`src/rtl/rca_pkg.sv`:
```
// Shared types and helpers for the multi-word ripple-carry adder.
package rca_pkg;

    localparam int unsigned WORDS_MAX = 256;

    typedef enum logic [1:0] {
        IDLE = 2'd0,
        RUN  = 2'd1,
        DONE = 2'd2
    } state_t;

    // Ceiling log2, usable in constant expressions.
    function automatic int unsigned clog2(input int unsigned v);
        int unsigned r;
        r = 0;
        for (int unsigned i = 0; i < 32; i++) begin
            if ((64'(1) << i) < 64'(v)) begin
                r = i + 1;
            end
        end
        return r;
    endfunction

endpackage

```
`src/rtl/full_adder.sv`:
```
// One-bit full adder.
module full_adder (
    input  logic a,
    input  logic b,
    input  logic ci,
    output logic s,
    output logic co
);
    assign s  = a ^ b ^ ci;
    assign co = (a & b) | (ci & (a ^ b));
endmodule

```
`src/rtl/rca.sv`:
```
// N-bit combinational ripple-carry adder built from full adders.
module rca #(
    parameter int unsigned N = 4
) (
    input  logic [N-1:0] a,
    input  logic [N-1:0] b,
    input  logic         ci,
    output logic [N-1:0] s,
    output logic         co
);
    logic [N:0] c;

    assign c[0] = ci;

    for (genvar i = 0; i < int'(N); i++) begin : g_bit
        full_adder u_fa (
            .a  (a[i]),
            .b  (b[i]),
            .ci (c[i]),
            .s  (s[i]),
            .co (c[i+1])
        );
    end

    assign co = c[N];
endmodule

```
`src/rtl/rca_multiword_adder.sv`:
```
// Wide adder that pushes one N-bit slice per cycle through a single rca,
// carrying between slices in a register; valid/ready on both sides.
module rca_multiword_adder
    import rca_pkg::*;
#(
    parameter int unsigned N     = 4,
    parameter int unsigned WORDS = 4
) (
    input  logic               clk,
    input  logic               rst_n,
    input  logic               in_valid,
    output logic               in_ready,
    input  logic [N*WORDS-1:0] a,
    input  logic [N*WORDS-1:0] b,
    input  logic               ci,
    output logic               out_valid,
    input  logic               out_ready,
    output logic [N*WORDS-1:0] sum,
    output logic               co
);
    localparam int unsigned W     = N * WORDS;
    localparam int unsigned IDX_W = (clog2(WORDS) > 0) ? clog2(WORDS) : 1;
    localparam logic [IDX_W-1:0] LAST = IDX_W'(WORDS - 1);

    state_t           state, state_next;
    logic [IDX_W-1:0] idx;
    logic             carry;
    logic [W-1:0]     a_reg, b_reg;
    logic [N-1:0]     slice_a, slice_b, slice_s;
    logic             slice_co;

    assign slice_a = a_reg[idx*N +: N];
    assign slice_b = b_reg[idx*N +: N];

    rca #(.N(N)) u_rca (
        .a  (slice_a),
        .b  (slice_b),
        .ci (carry),
        .s  (slice_s),
        .co (slice_co)
    );

    // State register; handshake flags registered from the next state.
    always_ff @(posedge clk or negedge rst_n) begin
        if (!rst_n) begin
            state     <= IDLE;
            in_ready  <= 1'b1;
            out_valid <= 1'b0;
        end else begin
            state     <= state_next;
            in_ready  <= (state_next == IDLE);
            out_valid <= (state_next == DONE);
        end
    end

    always_comb begin
        state_next = state;
        case (state)
            IDLE:    if (in_valid && in_ready) state_next = RUN;
            RUN:     if (idx == LAST)          state_next = DONE;
            DONE:    if (out_valid && out_ready) state_next = IDLE;
            default: state_next = IDLE;
        endcase
    end

    // Operand capture and per-slice accumulation.
    always_ff @(posedge clk or negedge rst_n) begin
        if (!rst_n) begin
            idx   <= '0;
            carry <= 1'b0;
            a_reg <= '0;
            b_reg <= '0;
            sum   <= '0;
            co    <= 1'b0;
        end else begin
            case (state)
                IDLE: begin
                    if (in_valid && in_ready) begin
                        a_reg <= a;
                        b_reg <= b;
                        carry <= ci;
                        idx   <= '0;
                    end
                end
                RUN: begin
                    sum[idx*N +: N] <= slice_s;
                    carry           <= slice_co;
                    if (idx == LAST) begin
                        co  <= slice_co;
                        idx <= '0;
                    end else begin
                        idx <= idx + 1'b1;
                    end
                end
                default: ;
            endcase
        end
    end

endmodule

```
`config.mk`:
```
export PLATFORM = sky130hd
export DESIGN_NAME = rca_multiword_adder
export DESIGN_NICKNAME = d
export VERILOG_FILES = /design/src/rtl/rca_pkg.sv /design/src/rtl/full_adder.sv /design/src/rtl/rca.sv /design/src/rtl/rca_multiword_adder.sv
export SDC_FILE = /design/constraint.sdc
export NUM_CORES = 1
export LEC_CHECK = 0
export ABC_AREA = 1
export CORE_UTILIZATION = 50
export CTS_CLUSTER_SIZE = 14
export DETAILED_ROUTE_END_ITERATION = 8
export PLACE_DENSITY = 0.78
export SETUP_SLACK_MARGIN = 0.5
export SLEW_MARGIN = 20
export SYNTH_ARGS = -nofsm -noshare
export SYNTH_HDL_FRONTEND = slang
export SYNTH_SLANG_ARGS = --single-unit
```
`constraint.sdc`:
```
create_clock -name clk -period 3.55 [get_ports clk]
set_input_delay 1.065 -clock clk [delete_from_list [all_inputs] [get_ports clk]]
set_output_delay 1.065 -clock clk [all_outputs]
set_load 0.01 [all_outputs]
```
==> results_tabular.tex, run 1 <==
\begin{tabular}{lr}
\hline
Metric & Value \\
\hline
\multicolumn{2}{l}{\textbf{Worst setup path}} \\
\quad Critical path launch point type & register \\
\quad Category of the worst setup path capture point & register \\
\quad CP Data Required Time & 3.76 ns \\
\quad Type of the worst setup path & register to register \\
\quad Largest fanout on the critical path & 13 \\
\quad CP Data Arrival Time & 3.02 ns \\
\multicolumn{2}{l}{\textbf{Die}} \\
\quad Die X-Extent & 77.09 µm \\
\quad Row cnt & 26 \\
\quad Effective utilization at floorplan & 53.49\% \\
\quad Overall die area & 5942 µm² \\
\quad \# IOs & 56 \\
\quad Placeable core region & 5270 µm² \\
\quad Die height & 77.09 µm \\
\multicolumn{2}{l}{\textbf{Global routing}} \\
\quad Number of global-route vias before repair & 2207 \\
\quad Global-route wire length before repair & 9825 µm \\
\quad Number of antenna violations at the first check in global routing & 0 \\
\quad Gr usage total & 20.56\% \\
\quad Congestion Overflow GR & 0 \\
\quad Pin count of the biggest net entering global routing & 48 \\
\multicolumn{2}{l}{\textbf{Clock tree}} \\
\quad Hold buffers post-CTS & 0 \\
\quad Total setup buffers inserted after CTS & 0 \\
\quad Worst-skew pair later-pin latency & 0.31 ns \\
\quad CTS tree & yes \\
\quad H-tree lvl count & 2 \\
\quad Number of cells upsized or downsized after cts & 0 \\
\quad TritonCTS sink count & 56 \\
\quad Clock Root Buffer & sky130\_fd\_sc\_hd\_\_clkbuf\_8 \\
\quad Number of buffers inserted during clock tree synthesis & 5 \\
\quad Maximum number of buffers from clock root to sink & 2 \\
\quad Clock transition at the registers of the reported paths & 0.09 ns \\
\multicolumn{2}{l}{\textbf{Routing}} \\
\quad DRC violations left & 0 \\
\quad Vias after detailed routing & 2325 \\
\quad Wire per inst & 12.26 µm \\
\quad Number of routed nets with antenna violations & 0 \\
\quad Post-detailed-route via-to-cell ratio & 4.989 \\
\quad Total wire length after detailed routing & 5712 µm \\
\quad First-pass DRT Iterations & 4 \\
\quad Iter 0 DRT Violations & 158 \\
\multicolumn{2}{l}{\textbf{Timing}} \\
\quad RSZ-0062 raised after global routing & false \\
\quad Hold slack final & 0.4806 ns \\
\quad Max frequency & 0.3559 GHz \\
\quad Fin crit share & 79.15\% \\
\quad Fin. max-slew vios & 0 \\
\quad Total Neg Setup Slack & 0 ns \\
\quad Final Worst Setup Slack & 0.7402 ns \\
\quad Setup violation total in the final timing report & 0 \\
\quad Worst-margin pin slew & 0.5749 ns \\
\quad Final period demand of the worst path & 2.810 ns \\
\quad Final count of hold timing violations & 0 \\
\quad Worst max-slew margin expressed relative to the limit & 61.68\% \\
\quad Max Clock Skew & 0.006480 ns \\
\multicolumn{2}{l}{\textbf{Cells and area}} \\
\quad Layout Cell Area excl Fill & 3506 µm² \\
\quad Number of antenna diodes & 0 \\
\quad Footprint of the multi-input gates & 1235 µm² \\
\quad Number of nets in the layout & 443 \\
\quad Count of fill cells added during filler insertion & 491 \\
\quad Area Overhead vs Synth & 24.37\% \\
\quad Share of layout cells above drive strength 1 & 7.828\% \\
\quad Total area of sequential cells & 1404 µm² \\
\multicolumn{2}{l}{\textbf{Place}} \\
\quad GP Congestion & 0.8306 \\
\quad Number of buffers added on ports & 55 \\
\quad Dpl hpwl & 4196 µm \\
\quad Worst slack after detailed placement & 0.5613 ns \\
\quad Post-detailed-placement cell area & 3402 µm² \\
\multicolumn{2}{l}{\textbf{Pwr}} \\
\quad Logic pwr share & 54.2\% \\
\quad Power share of the sequential group & 34.5\% \\
\quad Sw frac & 45.62\% \\
\quad Peak supply drop & 0.4249 mV \\
\quad Internal Dissipation & 1770 µW \\
\quad Leakage Power & 0.001782 µW \\
\quad Total power per unit cell area & 928.3 nW/µm² \\
\quad Pwr Total & 3254 µW \\
\quad Clock Power Share & 11.3\% \\
\quad Switching pwr & 1485 µW \\
\multicolumn{2}{l}{\textbf{Synthesis}} \\
\quad Post-synthesis cell type with the largest combined area & sky130\_fd\_sc\_hd\_\_dfrtp\_1 \\
\quad Number of nets in the synthesized netlist & 391 \\
\quad Number of synthesized register bits & 56 \\
\quad Yosys warnings & 0 \\
\quad Number of standard cells after synthesis & 344 \\
\quad Number of unique standard cell types used by synthesis & 23 \\
\quad Fraction of the yosys area taken by sequential cells & 49.76\% \\
\quad Top cell type's share of synthesized area & 48.82\% \\
\quad Area of the mapped netlist & 2819 µm² \\
\quad Most area-consuming cells after synthesis & sky130\_fd\_sc\_hd\_\_dfrtp\_1 (49\%), sky130\_fd\_sc\_hd\_\_nand2\_1 (19\%), sky130\_fd\_sc\_hd\_\_nand3\_1 (10\%) \\
\quad Mean post-synth cell area & 8.195 µm² \\
\multicolumn{2}{l}{\textbf{Job}} \\
\quad Number of max-cap violations & 0 \\
\multicolumn{2}{l}{\textbf{Worst hold path}} \\
\quad Min-Delay Path Class & register to register \\
\multicolumn{2}{l}{\textbf{Status}} \\
\quad Run status & completed \\
\hline
\end{tabular}
## Yosys cell counts
master	number
sky130_fd_sc_hd__nand3_1	58
sky130_fd_sc_hd__clkinv_1	2
sky130_fd_sc_hd__nor2_1	13
sky130_fd_sc_hd__dfrtp_1	55
sky130_fd_sc_hd__nand4_1	2
sky130_fd_sc_hd__nand2_4	3
sky130_fd_sc_hd__nand3_2	1
sky130_fd_sc_hd__o21ai_0	2
sky130_fd_sc_hd__a21oi_1	1
sky130_fd_sc_hd__o211ai_1	8
sky130_fd_sc_hd__buf_6	3
sky130_fd_sc_hd__nand2_2	1
sky130_fd_sc_hd__fa_1	4
sky130_fd_sc_hd__inv_1	19
sky130_fd_sc_hd__buf_2	7
sky130_fd_sc_hd__nand2_1	140
sky130_fd_sc_hd__dfstp_2	1
sky130_fd_sc_hd__o21ai_2	2
sky130_fd_sc_hd__nor2_4	4
sky130_fd_sc_hd__inv_2	4
sky130_fd_sc_hd__ha_1	6
sky130_fd_sc_hd__o21ai_1	3
sky130_fd_sc_hd__clkbuf_1	5
## logic make-up after synthesis
group | after synthesis | share of synthesized area, %
buffers and inverters | 40 | 6.436
AOI/OAI and AO/OA | 16 | 3.817
and+or+nand+nor | 222 | 34.49
DFF | 56 | 49.76
adders and majority gates | 10 | 5.504
## critical path: stages (launching register included)
cell and delay [ns]:
sky130_fd_sc_hd__dfrtp_2 0.52, sky130_fd_sc_hd__clkinvlp_4 0.19, sky130_fd_sc_hd__o211ai_1 0.11, sky130_fd_sc_hd__nand2_1 0.10, sky130_fd_sc_hd__fa_1 0.17, sky130_fd_sc_hd__inv_1 0.05
sky130_fd_sc_hd__fa_1 0.38, sky130_fd_sc_hd__fa_1 0.37, sky130_fd_sc_hd__inv_1 0.07, sky130_fd_sc_hd__fa_1 0.44, sky130_fd_sc_hd__nand2_1 0.11, sky130_fd_sc_hd__inv_1 0.06
sky130_fd_sc_hd__nand3_1 0.08, sky130_fd_sc_hd__nand2_1 0.05
## cells in the final DEF, fill, tap and decap left out, types with 3 or more instances in the layout
cell type	Yosys	final
sky130_fd_sc_hd__inv_2	4	3
sky130_fd_sc_hd__dfrtp_1	55	54
sky130_fd_sc_hd__nor2_1	13	13
sky130_fd_sc_hd__nor2_4	4	4
sky130_fd_sc_hd__nand3_1	58	58
sky130_fd_sc_hd__o211ai_1	8	8
sky130_fd_sc_hd__clkbuf_8	0	7
sky130_fd_sc_hd__fa_1	4	4
sky130_fd_sc_hd__nand2_4	3	3
sky130_fd_sc_hd__buf_4	0	5
sky130_fd_sc_hd__clkdlybuf4s50_1	0	54
sky130_fd_sc_hd__ha_1	6	6
sky130_fd_sc_hd__inv_1	19	19
sky130_fd_sc_hd__o21ai_1	3	3
sky130_fd_sc_hd__nand2_1	140	140
## power groups by stage
stage | logic [µW] | clock network, µW | registers (µW)
4_1_cts | 1770 | 372 | 1110
5_1_grt | 2000 | 397 | 1150
3_3_place_gp | 1700 | 0 | 1120
2_1_floorplan | 1270 | 0 | 1100
3_5_place_dp | 1770 | 0 | 1120
6_report | 1760 | 369 | 1120
## layer usage
layer	track usage [%]	wire, µm
met4	5.283	65
met1	28.05	2770
met3	4.167	189
met5	0	0
met2	33.48	2687
## stage by stage
stage | cells | utilization (%)
after floorplan | 344 | -
after global routing | 466 | 66.52
after global placement | 459 | 64.55
after CTS | 466 | 66.38
final | 466 | 66.52
after detailed placement | 459 | 64.55
## area by class of cell
class / instances / share of cell area, %
Sequential cell: 56 / 40.04
Inverter: 25 / 2.855
Tap cell: 70 / 2.498
Timing Repair Buffer: 60 / 16.63
Clock buffer: 7 / 2.748
Multi-Input combinational cell: 248 / 35.22
## path summary, 6_finish.rpt
kind / depth (start not counted) / end / from / slack [ns]
worst max-delay path: 13 / sum[11] / idx[1] / 0.74
worst min-delay path: 2 / a_reg[7] / a_reg[7] / 0.48
worst max register to register: 13 / sum[11] / idx[1] / 0.74
worst min register to register: 2 / a_reg[7] / a_reg[7] / 0.48
max in group asynchronous: 2 / idx[1] / rst_n / 2.09
min in group asynchronous: 1 / sum[13] / rst_n / 0.60
No activity file was read; power rests on OpenSTA's default activity.
==> run 2: changes to the inputs <==
==> constraint.sdc (replaced) <==
create_clock -name clk -period 2.8 [get_ports clk]
set_input_delay 0.84 -clock clk [delete_from_list [all_inputs] [get_ports clk]]
set_output_delay 0.84 -clock clk [all_outputs]
set_load 0.01 [all_outputs]
==> results_tabular.tex, run 2 (synthesis gave the netlist of run 1 again) <==
\begin{tabular}{lr}
\hline
Metric & Value \\
\hline
\multicolumn{2}{l}{\textbf{Global routing}} \\
\quad Number of global-route vias before repair & 2401 (was 2207) \\
\quad Global-route wire length before repair & 10890 µm (was 9825 µm) \\
\quad Pin count of the biggest net entering global routing & 57 (was 48) \\
\quad Number of antenna violations at the first check in global routing & 0 (unchanged) \\
\quad Gr usage total & 22.89\% (was 20.56\%) \\
\quad Congestion Overflow GR & 0 (unchanged) \\
\multicolumn{2}{l}{\textbf{Cells and area}} \\
\quad Final core utilization & 68.23\% (was 66.52\%) \\
\quad Area Overhead vs Synth & 27.56\% (was 24.37\%) \\
\quad Number of antenna diodes & 0 (unchanged) \\
\quad Most frequent cells in the layout & sky130\_fd\_sc\_hd\_\_nand2\_1 (139), sky130\_fd\_sc\_hd\_\_nand3\_1 (57), sky130\_fd\_sc\_hd\_\_clkdlybuf4s50\_1 (54), sky130\_fd\_sc\_hd\_\_dfrtp\_1 (53), sky130\_fd\_sc\_hd\_\_inv\_1 (17) (was sky130\_fd\_sc\_hd\_\_nand2\_1 (140), sky130\_fd\_sc\_hd\_\_nand3\_1 (58), sky130\_fd\_sc\_hd\_\_dfrtp\_1 (54), sky130\_fd\_sc\_hd\_\_clkdlybuf4s50\_1 (54), sky130\_fd\_sc\_hd\_\_inv\_1 (19)) \\
\quad Commonest non-fill, non-tap cell in the layout & sky130\_fd\_sc\_hd\_\_nand2\_1 (unchanged) \\
\quad Number of nets in the layout & 451 (was 443) \\
\quad Share of layout cells above drive strength 1 & 12.35\% (was 7.828\%) \\
\multicolumn{2}{l}{\textbf{Die}} \\
\quad Row cnt & 26 (unchanged) \\
\quad Die X-Extent & 77.09 µm (unchanged) \\
\quad Effective utilization at floorplan & 53.49\% (unchanged) \\
\quad Overall die area & 5942 µm² (unchanged) \\
\quad Die height & 77.09 µm (unchanged) \\
\quad \# IOs & 56 (unchanged) \\
\quad Placeable core region & 5270 µm² (unchanged) \\
\multicolumn{2}{l}{\textbf{Pwr}} \\
\quad Internal Dissipation & 2348 µW (was 1770 µW) \\
\quad Peak supply drop & 0.5605 mV (was 0.4249 mV) \\
\quad Leakage Power & 0.001822 µW (was 0.001782 µW) \\
\quad Total power per unit cell area & 1202 nW/µm² (was 928.3 nW/µm²) \\
\quad Switching pwr & 1976 µW (was 1485 µW) \\
\quad Clock Power Share & 10.5\% (was 11.3\%) \\
\quad Sw frac & 45.70\% (was 45.62\%) \\
\quad Power share of the sequential group & 32.9\% (was 34.5\%) \\
\quad Logic pwr share & 56.5\% (was 54.2\%) \\
\multicolumn{2}{l}{\textbf{Worst setup path}} \\
\quad CP Data Arrival Time & 2.77 ns (was 3.02 ns) \\
\quad Category of the worst setup path capture point & register (unchanged) \\
\quad Largest fanout on the critical path & 5 (was 13) \\
\quad FF-to-FF End & sum[11] (unchanged) \\
\quad Worst reg-to-reg path cell count & 14 (was 13) \\
\quad Type of the worst setup path & register to register (unchanged) \\
\quad CP Data Required Time & 3.01 ns (was 3.76 ns) \\
\quad Reg-to-reg slack, setup & 0.24 ns (was 0.74 ns) \\
\quad FF-to-FF Start & idx[0] (was idx[1]) \\
\quad Critical path launch point type & register (unchanged) \\
\multicolumn{2}{l}{\textbf{Timing}} \\
\quad Fin crit share & 91.34\% (was 79.15\%) \\
\quad Max Clock Skew & 0.007132 ns (was 0.006480 ns) \\
\quad Worst-margin pin slew & 0.3683 ns (was 0.5749 ns) \\
\quad Final period demand of the worst path & 2.558 ns (was 2.810 ns) \\
\quad RSZ-0062 raised after global routing & true (was false) \\
\quad Max frequency & 0.3910 GHz (was 0.3559 GHz) \\
\quad Fin. max-slew vios & 0 (unchanged) \\
\quad Setup violation total in the final timing report & 0 (unchanged) \\
\quad Total Neg Setup Slack & 0 ns (unchanged) \\
\quad Worst max-slew margin expressed relative to the limit & 75.45\% (was 61.68\%) \\
\quad Final count of hold timing violations & 0 (unchanged) \\
\multicolumn{2}{l}{\textbf{Worst hold path}} \\
\quad Min-Delay Path Class & register to register (unchanged) \\
\quad Worst Hold Depth & 2 (unchanged) \\
\quad Endpoint with the worst hold slack & b\_reg[5] (was a\_reg[7]) \\
\quad Startpoint of the lowest-slack hold path & b\_reg[5] (was a\_reg[7]) \\
\multicolumn{2}{l}{\textbf{Clock tree}} \\
\quad H-tree lvl count & 2 (unchanged) \\
\quad Hold buffers post-CTS & 0 (unchanged) \\
\quad CTS tree & yes (unchanged) \\
\quad Number of buffers inserted during clock tree synthesis & 5 (unchanged) \\
\quad Worst-skew pair later-pin latency & 0.31 ns (about the same) \\
\quad Clock transition at the registers of the reported paths & 0.10 ns (was 0.09 ns) \\
\quad Clock Root Buffer & sky130\_fd\_sc\_hd\_\_clkbuf\_8 (unchanged) \\
\quad TritonCTS sink count & 56 (unchanged) \\
\quad Maximum number of buffers from clock root to sink & 2 (unchanged) \\
\multicolumn{2}{l}{\textbf{Place}} \\
\quad Number of buffers added on ports & 55 (unchanged) \\
\quad GP Congestion & 0.8640 (was 0.8306) \\
\quad Dpl hpwl & 4400 µm (was 4196 µm) \\
\multicolumn{2}{l}{\textbf{Routing}} \\
\quad Vias after detailed routing & 2415 (was 2325) \\
\quad Total wire length after detailed routing & 6081 µm (was 5712 µm) \\
\quad DRC violations left & 0 (unchanged) \\
\quad Wire per inst & 12.80 µm (was 12.26 µm) \\
\quad Post-detailed-route via-to-cell ratio & 5.084 (was 4.989) \\
\quad First-pass DRT Iterations & 4 (unchanged) \\
\quad Iter 0 DRT Violations & 135 (was 158) \\
\quad Number of routed nets with antenna violations & 0 (unchanged) \\
\multicolumn{2}{l}{\textbf{Job}} \\
\quad Number of max-cap violations & 0 (unchanged) \\
\multicolumn{2}{l}{\textbf{Status}} \\
\quad Run status & completed (unchanged) \\
\hline
\end{tabular}
-- run 2: cell count changes in the layout (fill, tap and decap cells not counted), moves of 2 or more --
cell,previous run,this run
sky130_fd_sc_hd__fa_2,0,4
sky130_fd_sc_hd__fa_1,4,0
sky130_fd_sc_hd__inv_2,3,7
sky130_fd_sc_hd__inv_1,19,17
sky130_fd_sc_hd__buf_4,5,9
sky130_fd_sc_hd__clkinv_2,0,2
-- run 2: metal layers --
layer | vias up | routed length [µm] | global-route usage, %
met3 | 13 | 252 | 3.690
met1 | 1117 | 2798 | 31.37
met2 | 69 | 2875 | 36.43
met4 | 0 | 153 | 8.868
li1 | 1216 | - | -
met5 | - | 0 | 0
-- run 2: power by group through the flow --
stage          clock, µW  sequential, µW  combinational (µW)
3_5_place_dp           0            1430                2320
3_3_place_gp           0            1420                2230
5_1_grt              494            1470                2780
4_1_cts              460            1420                2400
2_1_floorplan          0            1400                1670
6_report             456            1420                2440
-- run 2: per-stage QoR --
step                      instances  hold WS (ns)  setup slack [ns]  power (µW)  cell area (µm²)
after floorplan                 344        0.4419            0.1640        3075             2851
after global placement          461        0.4551            0.2474        3652             3443
after detailed placement        461        0.4634            0.1660        3743             3443
after CTS                       474        0.4872            0.2454        4277             3580
after global routing            475        0.5176            0.1172        4745             3596
final                           475        0.4826            0.2424        4324             3596
-- run 2: worst max-delay path: stages (launching register included) --
cell and delay (ns):
sky130_fd_sc_hd__dfrtp_2 0.46, sky130_fd_sc_hd__inv_2 0.08, sky130_fd_sc_hd__nand2_1 0.06, sky130_fd_sc_hd__o211ai_1 0.09, sky130_fd_sc_hd__nand2_1 0.10, sky130_fd_sc_hd__fa_2 0.20
sky130_fd_sc_hd__inv_2 0.04, sky130_fd_sc_hd__fa_2 0.33, sky130_fd_sc_hd__fa_2 0.35, sky130_fd_sc_hd__inv_2 0.06, sky130_fd_sc_hd__fa_2 0.45, sky130_fd_sc_hd__nand2_2 0.08
sky130_fd_sc_hd__inv_1 0.04, sky130_fd_sc_hd__nand3_1 0.07, sky130_fd_sc_hd__nand2_1 0.05
-- run 2: repair_timing --
| action | in CTS | in global routing |
|---|---|---|
| hold endpoints to repair | 0 | 0 |
| setup buffers | 3 | 1 |
| pin swaps | 3 | 1 |
| gates cloned | 2 | 0 |
| endpoints found under the setup margin | 13 | 13 |
| resized for setup | 6 | 4 |
-- run 2: layout make-up --
type	count	area, µm²
tap	70	87.58
timing repair inverter	2	7.507
inverter	25	103.9
fill	463	1674
sequential	56	1405
clock buffer	6	82.58
timing repair buffer	66	644.4
multi-input combinational	248	1255
clock inverter	2	10.01
-- run 2: worst max path at each step --
stage | startpoint | end
2_1_floorplan | idx[0] | sum[11]
3_3_place_gp | idx[1] | sum[15]
3_5_place_dp | idx[1] | sum[15]
4_1_cts | idx[0] | sum[15]
5_1_grt | idx[0] | sum[11]
6_report | idx[0] | sum[11]
